==> config.mk <==
export PLATFORM = sky130hd
export DESIGN_NAME = regfile_mp
export DESIGN_NICKNAME = d
export VERILOG_FILES = /design/src/rtl/regfile_mp.sv
export SDC_FILE = /design/constraint.sdc
export NUM_CORES = 2
export LEC_CHECK = 0
export BUFFER_PORTS_ARGS = -buffer_cell sky130_fd_sc_hd__buf_2
export CELL_PAD_IN_SITES_DETAIL_PLACEMENT = 2
export CELL_PAD_IN_SITES_GLOBAL_PLACEMENT = 2
export CORE_MARGIN = 5
export CORE_UTILIZATION = 47
export DETAILED_ROUTE_END_ITERATION = 10
export PLACE_DENSITY = 0.95
export SLEW_MARGIN = 40
export SYNTH_ARGS = -nofsm -noshare
export SYNTH_HDL_FRONTEND = slang
export SYNTH_SLANG_ARGS = --single-unit
==> constraint.sdc <==
create_clock -name clk -period 5.1 [get_ports clk]
set_input_delay 0.51 -clock clk [delete_from_list [all_inputs] [get_ports clk]]
set_output_delay 0.51 -clock clk [all_outputs]
set_load 0.02 [all_outputs]
==> src/rtl/regfile_mp.sv <==
// -----------------------------------------------------------------------------
// regfile_mp -- multi-port register file for the CPU STORE stage.
//
// Two registered pipeline read ports (A/B) and one pipeline write port, plus a
// handshaked bus port (cs_/as_/we_/rdy_) with WAIT_CYC programmable wait
// states for debug/DMA access. Entries at index >= DEPTH do not exist: writes
// to them are dropped and reads from them return 0.
//
// Configuration macro: REGFILE_BYPASS_EN
//   defined   -> read ports A/B forward w_data when a pipeline write hits the
//                address they are reading in the same cycle.
//   undefined -> read ports return the pre-write contents in that cycle.
//
// Ports:
//   clk, reset_          clock (posedge) / asynchronous active-low reset
//   ra_addr -> ra_data   read port A, 1-cycle latency
//   rb_addr -> rb_data   read port B, 1-cycle latency
//   w_en_, w_addr,       pipeline write port, w_en_ active-low
//   w_data
//   cs_, as_, we_,       bus request: chip select, address strobe (both
//   addr, d_in           active-low), we_ 0=write/1=read, address, write data
//   d_out, rdy_          bus read data (held until next bus read completes),
//                        ready (active-low, one-cycle pulse)
// -----------------------------------------------------------------------------
module regfile_mp #(
  parameter int DATA_W   = 32,
  parameter int DEPTH    = 32,
  parameter int ADDR_W   = 5,
  parameter int WAIT_CYC = 1
) (
  input  logic              clk,
  input  logic              reset_,
  input  logic [ADDR_W-1:0] ra_addr,
  output logic [DATA_W-1:0] ra_data,
  input  logic [ADDR_W-1:0] rb_addr,
  output logic [DATA_W-1:0] rb_data,
  input  logic              w_en_,
  input  logic [ADDR_W-1:0] w_addr,
  input  logic [DATA_W-1:0] w_data,
  input  logic              cs_,
  input  logic              as_,
  input  logic              we_,
  input  logic [ADDR_W-1:0] addr,
  input  logic [DATA_W-1:0] d_in,
  output logic [DATA_W-1:0] d_out,
  output logic              rdy_
);

  typedef enum logic [1:0] {ST_IDLE, ST_WAIT, ST_ACK, ST_END} state_t;

  localparam logic [ADDR_W:0] DEPTH_C = (ADDR_W + 1)'(DEPTH);
  localparam logic [3:0]      WAIT_C  = 4'(WAIT_CYC);

  logic [DATA_W-1:0] mem_q [DEPTH];
  logic [DATA_W-1:0] mem_d [DEPTH];
  logic [DATA_W-1:0] ra_data_q, ra_data_d;
  logic [DATA_W-1:0] rb_data_q, rb_data_d;
  logic [DATA_W-1:0] d_out_q, d_out_d;
  logic              rdy_q, rdy_d;
  state_t            state_q, state_d;
  logic [3:0]        cnt_q, cnt_d;
  logic [ADDR_W-1:0] lat_addr_q, lat_addr_d;
  logic              lat_rd_q, lat_rd_d;
  logic [DATA_W-1:0] lat_data_q, lat_data_d;
  logic              pipe_wr;
  logic              bus_wr;

  function automatic logic in_range(input logic [ADDR_W-1:0] a);
    return {1'b0, a} < DEPTH_C;
  endfunction

  function automatic logic [DATA_W-1:0] rd_mem(input logic [ADDR_W-1:0] a);
    return in_range(a) ? mem_q[a] : '0;
  endfunction

  // Storage and pipeline read ports.
  always_comb begin
    // NOTE: every signal assigned here gets a default first, so no path can
    // leave it unassigned and infer a latch.
    pipe_wr = !w_en_ && in_range(w_addr);
    // The bus write commits at the ACK edge; a pipeline write to the same
    // entry in that cycle wins and the bus data is discarded.
    bus_wr  = (state_q == ST_ACK) && !lat_rd_q && in_range(lat_addr_q) &&
              !(pipe_wr && (w_addr == lat_addr_q));

    mem_d = mem_q;
    if (pipe_wr) mem_d[w_addr]    = w_data;
    if (bus_wr)  mem_d[lat_addr_q] = lat_data_q;

`ifdef REGFILE_BYPASS_EN
    ra_data_d = (pipe_wr && (w_addr == ra_addr)) ? w_data : rd_mem(ra_addr);
    rb_data_d = (pipe_wr && (w_addr == rb_addr)) ? w_data : rd_mem(rb_addr);
`else
    ra_data_d = rd_mem(ra_addr);
    rb_data_d = rd_mem(rb_addr);
`endif
  end

  // Bus handshake FSM: IDLE -> [WAIT] -> ACK -> END -> IDLE.
  always_comb begin
    state_d    = state_q;
    cnt_d      = cnt_q;
    lat_addr_d = lat_addr_q;
    lat_rd_d   = lat_rd_q;
    lat_data_d = lat_data_q;
    d_out_d    = d_out_q;
    rdy_d      = 1'b1;

    unique case (state_q)
      ST_IDLE: begin
        if (!cs_ && !as_) begin
          lat_addr_d = addr;
          lat_rd_d   = we_;
          lat_data_d = d_in;
          cnt_d      = WAIT_C;
          state_d    = (WAIT_C == 4'd0) ? ST_ACK : ST_WAIT;
        end
      end
      ST_WAIT: begin
        // Request pins are ignored here; the latched request completes.
        cnt_d = cnt_q - 4'd1;
        if (cnt_q <= 4'd1) begin
          cnt_d   = 4'd0;
          state_d = ST_ACK;
        end
      end
      ST_ACK: begin
        // rdy_ and the read data land on the same edge; the read sees the
        // pre-edge contents (no forwarding on the bus port).
        rdy_d   = 1'b0;
        if (lat_rd_q) d_out_d = rd_mem(lat_addr_q);
        state_d = ST_END;
      end
      ST_END: begin
        // A new access needs as_ released first.
        if (as_) state_d = ST_IDLE;
      end
      default: state_d = ST_IDLE;
    endcase
  end

  always_ff @(posedge clk or negedge reset_) begin
    if (!reset_) begin
      // NOTE: the entries are architecturally cleared by reset, so the array
      // is reset here along with the control flops.
      mem_q      <= '{default: '0};
      ra_data_q  <= '0;
      rb_data_q  <= '0;
      d_out_q    <= '0;
      rdy_q      <= 1'b1;
      state_q    <= ST_IDLE;
      cnt_q      <= '0;
      lat_addr_q <= '0;
      lat_rd_q   <= 1'b1;
      lat_data_q <= '0;
    end else begin
      // NOTE: non-blocking assignments so every flop samples pre-edge values.
      mem_q      <= mem_d;
      ra_data_q  <= ra_data_d;
      rb_data_q  <= rb_data_d;
      d_out_q    <= d_out_d;
      rdy_q      <= rdy_d;
      state_q    <= state_d;
      cnt_q      <= cnt_d;
      lat_addr_q <= lat_addr_d;
      lat_rd_q   <= lat_rd_d;
      lat_data_q <= lat_data_d;
    end
  end

  assign ra_data = ra_data_q;
  assign rb_data = rb_data_q;
  assign d_out   = d_out_q;
  assign rdy_    = rdy_q;

endmodule

==> impl_metrics.json, run 1 <==
{
  "cts.sinks": 1165,
  "ys_dominant_reg_cell": "dfrtp_1",
  "worstEndpointType": "register input",
  "synthMuxAreaShare_pct": 41.03,
  "dp.final_hpwl_mm": 256.8,
  "synth_area_mm2": 0.07645,
  "cts_resized": 0,
  "synth_top_family_by_area": "multiplexers",
  "htree_levels": 4,
  "io_buffers": 186,
  "yosysSeqAreaShare_pct": 38.14,
  "error": "[ERROR GRT-0232] Routing congestion too high. Check the congestion heatmap in the GUI.",
  "num_rows": 148,
  "lastStage": "global routing (5_1_grt)",
  "start_util_pct": 47.13,
  "grt-worst-endpoint": "mem_q[127]$_DFF_PN0_/D",
  "grt_max_degree": 150,
  "synthAdderAreaFrac_pct": 0.09820,
  "yosysTopAreaCell": "dfrtp_1",
  "antenna_found_initial": 132,
  "synthArstFlopShare_pct": 100.0,
  "dpl_cell_area_mm2": 0.08010,
  "cts_buffers": 140,
  "ys_types": 63,
  "status": "aborted with a tool error",
  "chipHeight_um": 413.3,
  "synth_edf_count": 0,
  "pre_cts_ws_ps": 1072,
  "yosys-top-cells-area": "dfrtp_1, mux4_2, mux2i_1, a21oi_1, o21ai_0",
  "place_congestion": 0.9149,
  "synthCells": 6761,
  "clockBufferDepth": 3,
  "post_synth.cell_area_avg_um2": 11.31,
  "synth_seq_cells": 1165,
  "ios": 187,
  "die_width_um": 413.3,
  "synth_warnings": 0,
  "synthXorXnorAreaFrac_pct": 0.04583,
  "syn_nets": 6857,
  "clockRootBuffer": "clkbuf_16",
  "grt_overflow": 8,
  "netlist.area_leader.share_pct": 38.07,
  "synth_compound_area_share_pct": 9.244,
  "synthSimpleGateAreaFrac_pct": 6.989,
  "grt_use_total_pct": 82.28
}
==> metal layers <==
| layer | GRT usage (%) | GRT overflow |
|---|---|---|
| met1 | 80.02 | 0 |
| met2 | 90.98 | 4 |
| met3 | 78.98 | 1 |
| met4 | 77.54 | 2 |
| met5 | 68.74 | 1 |
==> kinds of logic after synthesis <==
kind of cell | count (synthesis)
buffers and inverters | 814
multiplexers | 2160
XOR/XNOR | 4
adder cells (fa/ha/maj) | 6
flip-flops | 1165
AO/OA/AOI/OAI | 1282
AND/OR/NAND/NOR | 1330
==> what timing repair did <==
item                      CTS
hold buffers               37
hold endpoints to repair  112
setup buffers               0
==> per-stage QoR <==
stage	hold slack, ps	cells
detailed placement	503.1	8554
floorplan	214.4	6761
global placement	491.4	8535
CTS	43.97	8846
==> Yosys cell counts (4+ instances only) <==
cell / instances
nor2_1: 625
nor2b_1: 4
nand3_1: 20
or4_1: 4
nand2b_1: 17
o21ai_0: 495
a211oi_1: 11
ha_1: 6
nor4_1: 9
dfrtp_1: 1163
nand2_1: 574
o21ai_1: 23
mux4_2: 769
o22ai_1: 83
o32a_1: 9
nor3b_1: 5
buf_4: 17
xnor2_1: 4
a21oi_1: 570
inv_1: 7
a211o_1: 8
buf_1: 68
o22a_1: 5
clkbuf_1: 504
o2111ai_1: 5
mux2i_1: 1290
nand4_1: 9
nor3_1: 29
a2111oi_4: 7
a31oi_1: 20
buf_2: 212
mux2_2: 101
o2111ai_2: 10
a22oi_1: 13
a32oi_1: 11
==> inputs of run 2 (changes only) <==
- CELL_PAD_IN_SITES_DETAIL_PLACEMENT: 2 -> unset
- CELL_PAD_IN_SITES_GLOBAL_PLACEMENT: 2 -> unset
- CORE_UTILIZATION: 47 -> 35
- PLACE_DENSITY: 0.95 -> unset
- PLACE_DENSITY_LB_ADDON: unset -> 0.15
==> run 2 against run 1 <==
  * Area after synthesis stayed put
  * Synthesized cell count stayed put
  * The run now ends clean
==> impl_metrics.json, run 2 <==
{
  "final_max_slew_viol_count": 0,
  "grt_pass1_wl_mm": 485.7,
  "hp-class": "input pin to flop",
  "seqPwrFrac_pct": 36.4,
  "tightestPinTransition_ps": 939.1,
  "clockRootBuffer": "clkbuf_16",
  "skew_ps": 50.17,
  "ys_dominant_reg_cell": "dfrtp_1",
  "synth_common_cells": "mux2i_1, dfrtp_1, mux4_2",
  "cts_tree": "yes",
  "path_class": "flop to flop",
  "num_rows": 171,
  "tns_ps": 0,
  "yosysSeqAreaShare_pct": 38.14,
  "yosysTopAreaCell": "dfrtp_1",
  "fmax_mhz": 279.5,
  "clkLatencyLatePin_ps": 830,
  "wl_per_cell_um": 36.33,
  "setup_viol": 0,
  "path_max_fanout": 44,
  "area_growth_pct": 13.32,
  "io_buffers": 186,
  "grt_use_total_pct": 29.83,
  "dp.final_hpwl_mm": 210.7,
  "finalHoldViolCount": 0,
  "drv_cap": 0,
  "pwr-share-clk_pct": 21.0,
  "p_comb_share_pct": 42.6,
  "endpoint_kind": "flop",
  "die_width_um": 477.4,
  "chipHeight_um": 477.4,
  "cts_buffers": 143,
  "final_cells": 9570,
  "viasPerCell": 6.300,
  "die_area_mm2": 0.2279,
  "start_kind": "flop",
  "period_needed_ps": 3578,
  "fillers": 20495,
  "clockBufferDepth": 3,
  "layout_common_cells": "mux2i_1, dfrtp_1, mux4_2",
  "finish.net_count": 6684,
  "synth.most_common_cell": "mux2i_1",
  "clk_pin_slew_ps": 60,
  "cellLeakagePower_nw": 36.46,
  "post_synth.cell_area_avg_um2": 11.31,
  "antenna_found_initial": 25,
  "grt_max_degree": 122,
  "synth_edf_count": 0,
  "status": "finished, final reports clean",
  "wl_met1_mm": 143.0,
  "critPathArrivalTime_ps": 4200,
  "period_share_pct": 70.16,
  "ios": 187,
  "synthCells": 6761,
  "cts.sinks": 1165,
  "p_sw_mw": 20.85,
  "final_antenna_net_count": 0,
  "drt_pass1_iterations": 7,
  "dr_wl_met3_mm": 29.81,
  "htree_levels": 4,
  "internal-power_mw": 30.71,
  "postLayoutCellArea_mm2": 0.08663,
  "powerDensity_mw_per_mm2": 595.1,
  "vias": 60292,
  "core_region_area_mm2": 0.2172,
  "top_layer_used": "met5",
  "ir_drop_mv": 0.3545,
  "start_util_pct": 35.20,
  "grt_pass1_vias": 58410,
  "netlist.area_leader.share_pct": 38.07,
  "cts_setup_buffers": 0,
  "synth_warnings": 0,
  "routed_wl_mm": 347.7,
  "top_register": "mem_q",
  "ys_types": 63,
  "largest_register_ffs": 1024,
  "synthArstFlopShare_pct": 100.0,
  "drtIter0Drc": 7240,
  "dpl_cell_area_mm2": 0.08120,
  "cts_resized": 0,
  "synth_seq_cells": 1165,
  "synth_area_mm2": 0.07645,
  "drive_above_1_share_pct": 24.57,
  "cp_data_required_time_ps": 5720,
  "rsz0062_at_grt": "no",
  "yosys-top-cells-area": "dfrtp_1, mux4_2, mux2i_1, a21oi_1, o21ai_0",
  "final_common_cell": "mux2i_1",
  "grt_overflow": 0,
  "place_inst": 9253,
  "drc": 0,
  "ctsHoldBuffers": 38,
  "place_congestion": 0.8548,
  "wl_met2_mm": 157.2,
  "syn_nets": 6857,
  "p_sw_share_pct": 40.44,
  "slew_headroom_pct": 37.39
}
[run 2: cell counts after synthesis]
Identical to the previous run, type by type.
[run 2: cells by family after synthesis]
| group | share of synthesized area [%] |
|---|---|
| AND/OR/NAND/NOR | 6.989 |
| adder cells (fa/ha/maj) | 0.09820 |
| buffers and inverters | 4.450 |
| flip-flops | 38.14 |
| multiplexers | 41.03 |
| AO/OA/AOI/OAI | 9.244 |
| XOR/XNOR | 0.04582 |
[run 2: final cells by class]
type                    instances  area (µm²)  share of cell area, %
clock inverters                42       570.5                 0.6586
repair buffers                487        4393                  5.071
multi-input cells            4782       44560                  51.43
clock buffers                 218        4285                  4.947
well taps                    2854        3571                  4.122
inverters                       9       36.28                0.04189
flip-flops and latches       1165       29180                  33.69
diodes                         13       32.53                0.03755
[run 2: metrics by stage]
stage	hold WS, ps	power (mW)	utilization (%)	worst slack, ps
3_3_place_gp	496.1	39.74	37.18	1462
2_1_floorplan	214.4	32.36	-	2536
5_1_grt	87.36	53.98	39.88	1491
4_1_cts	45.79	51.34	39.80	1602
3_5_place_dp	501.2	40.37	37.39	1466
6_report	96.14	51.55	39.89	1522
[run 2: path summary, 6_finish.rpt]
| kind | startpoint | to | slack [ps] | depth (start not counted) |
|---|---|---|---|---|
| setup / recovery | lat_addr_q[4] | mem_q[403] | 1520 | 7 |
| hold / removal | addr[1] | lat_addr_q[1] | 100 | 3 |
| setup reg to reg | lat_addr_q[4] | mem_q[403] | 1520 | 7 |
| hold reg to reg | lat_data_q[22] | lat_data_q[22] | 510 | 1 |
| max in group asynchronous | reset_ | lat_data_q[18] | 3270 | 4 |
| min in group asynchronous | reset_ | lat_addr_q[0] | 190 | 2 |
[run 2: critical path, stage by stage, from the launching register on]
cell	delay, ps
dfrtp_4	540
buf_4	540
nor3b_4	310
buf_4	600
nand3_1	230
a21oi_4	190
buf_4	690
o21ai_0	230
[run 2: power groups by stage]
stage	Combinational [mW]	Clock, mW	Sequential [mW]
after global placement	21.2	0	18.5
after CTS	21.7	11.0	18.7
final	22.0	10.8	18.8
after floorplan	15.4	0	17.0
after global routing	23.2	11.3	19.4
after detailed placement	21.6	0	18.8
[run 2: metal layers]
layer / track usage [%] / vias up
li1: - / 24888
met1: 40.08 / 31455
met2: 46.11 / 3146
met3: 7.123 / 779
met4: 12.97 / 24
met5: 0 / -
(Power assumes the default switching activity.)
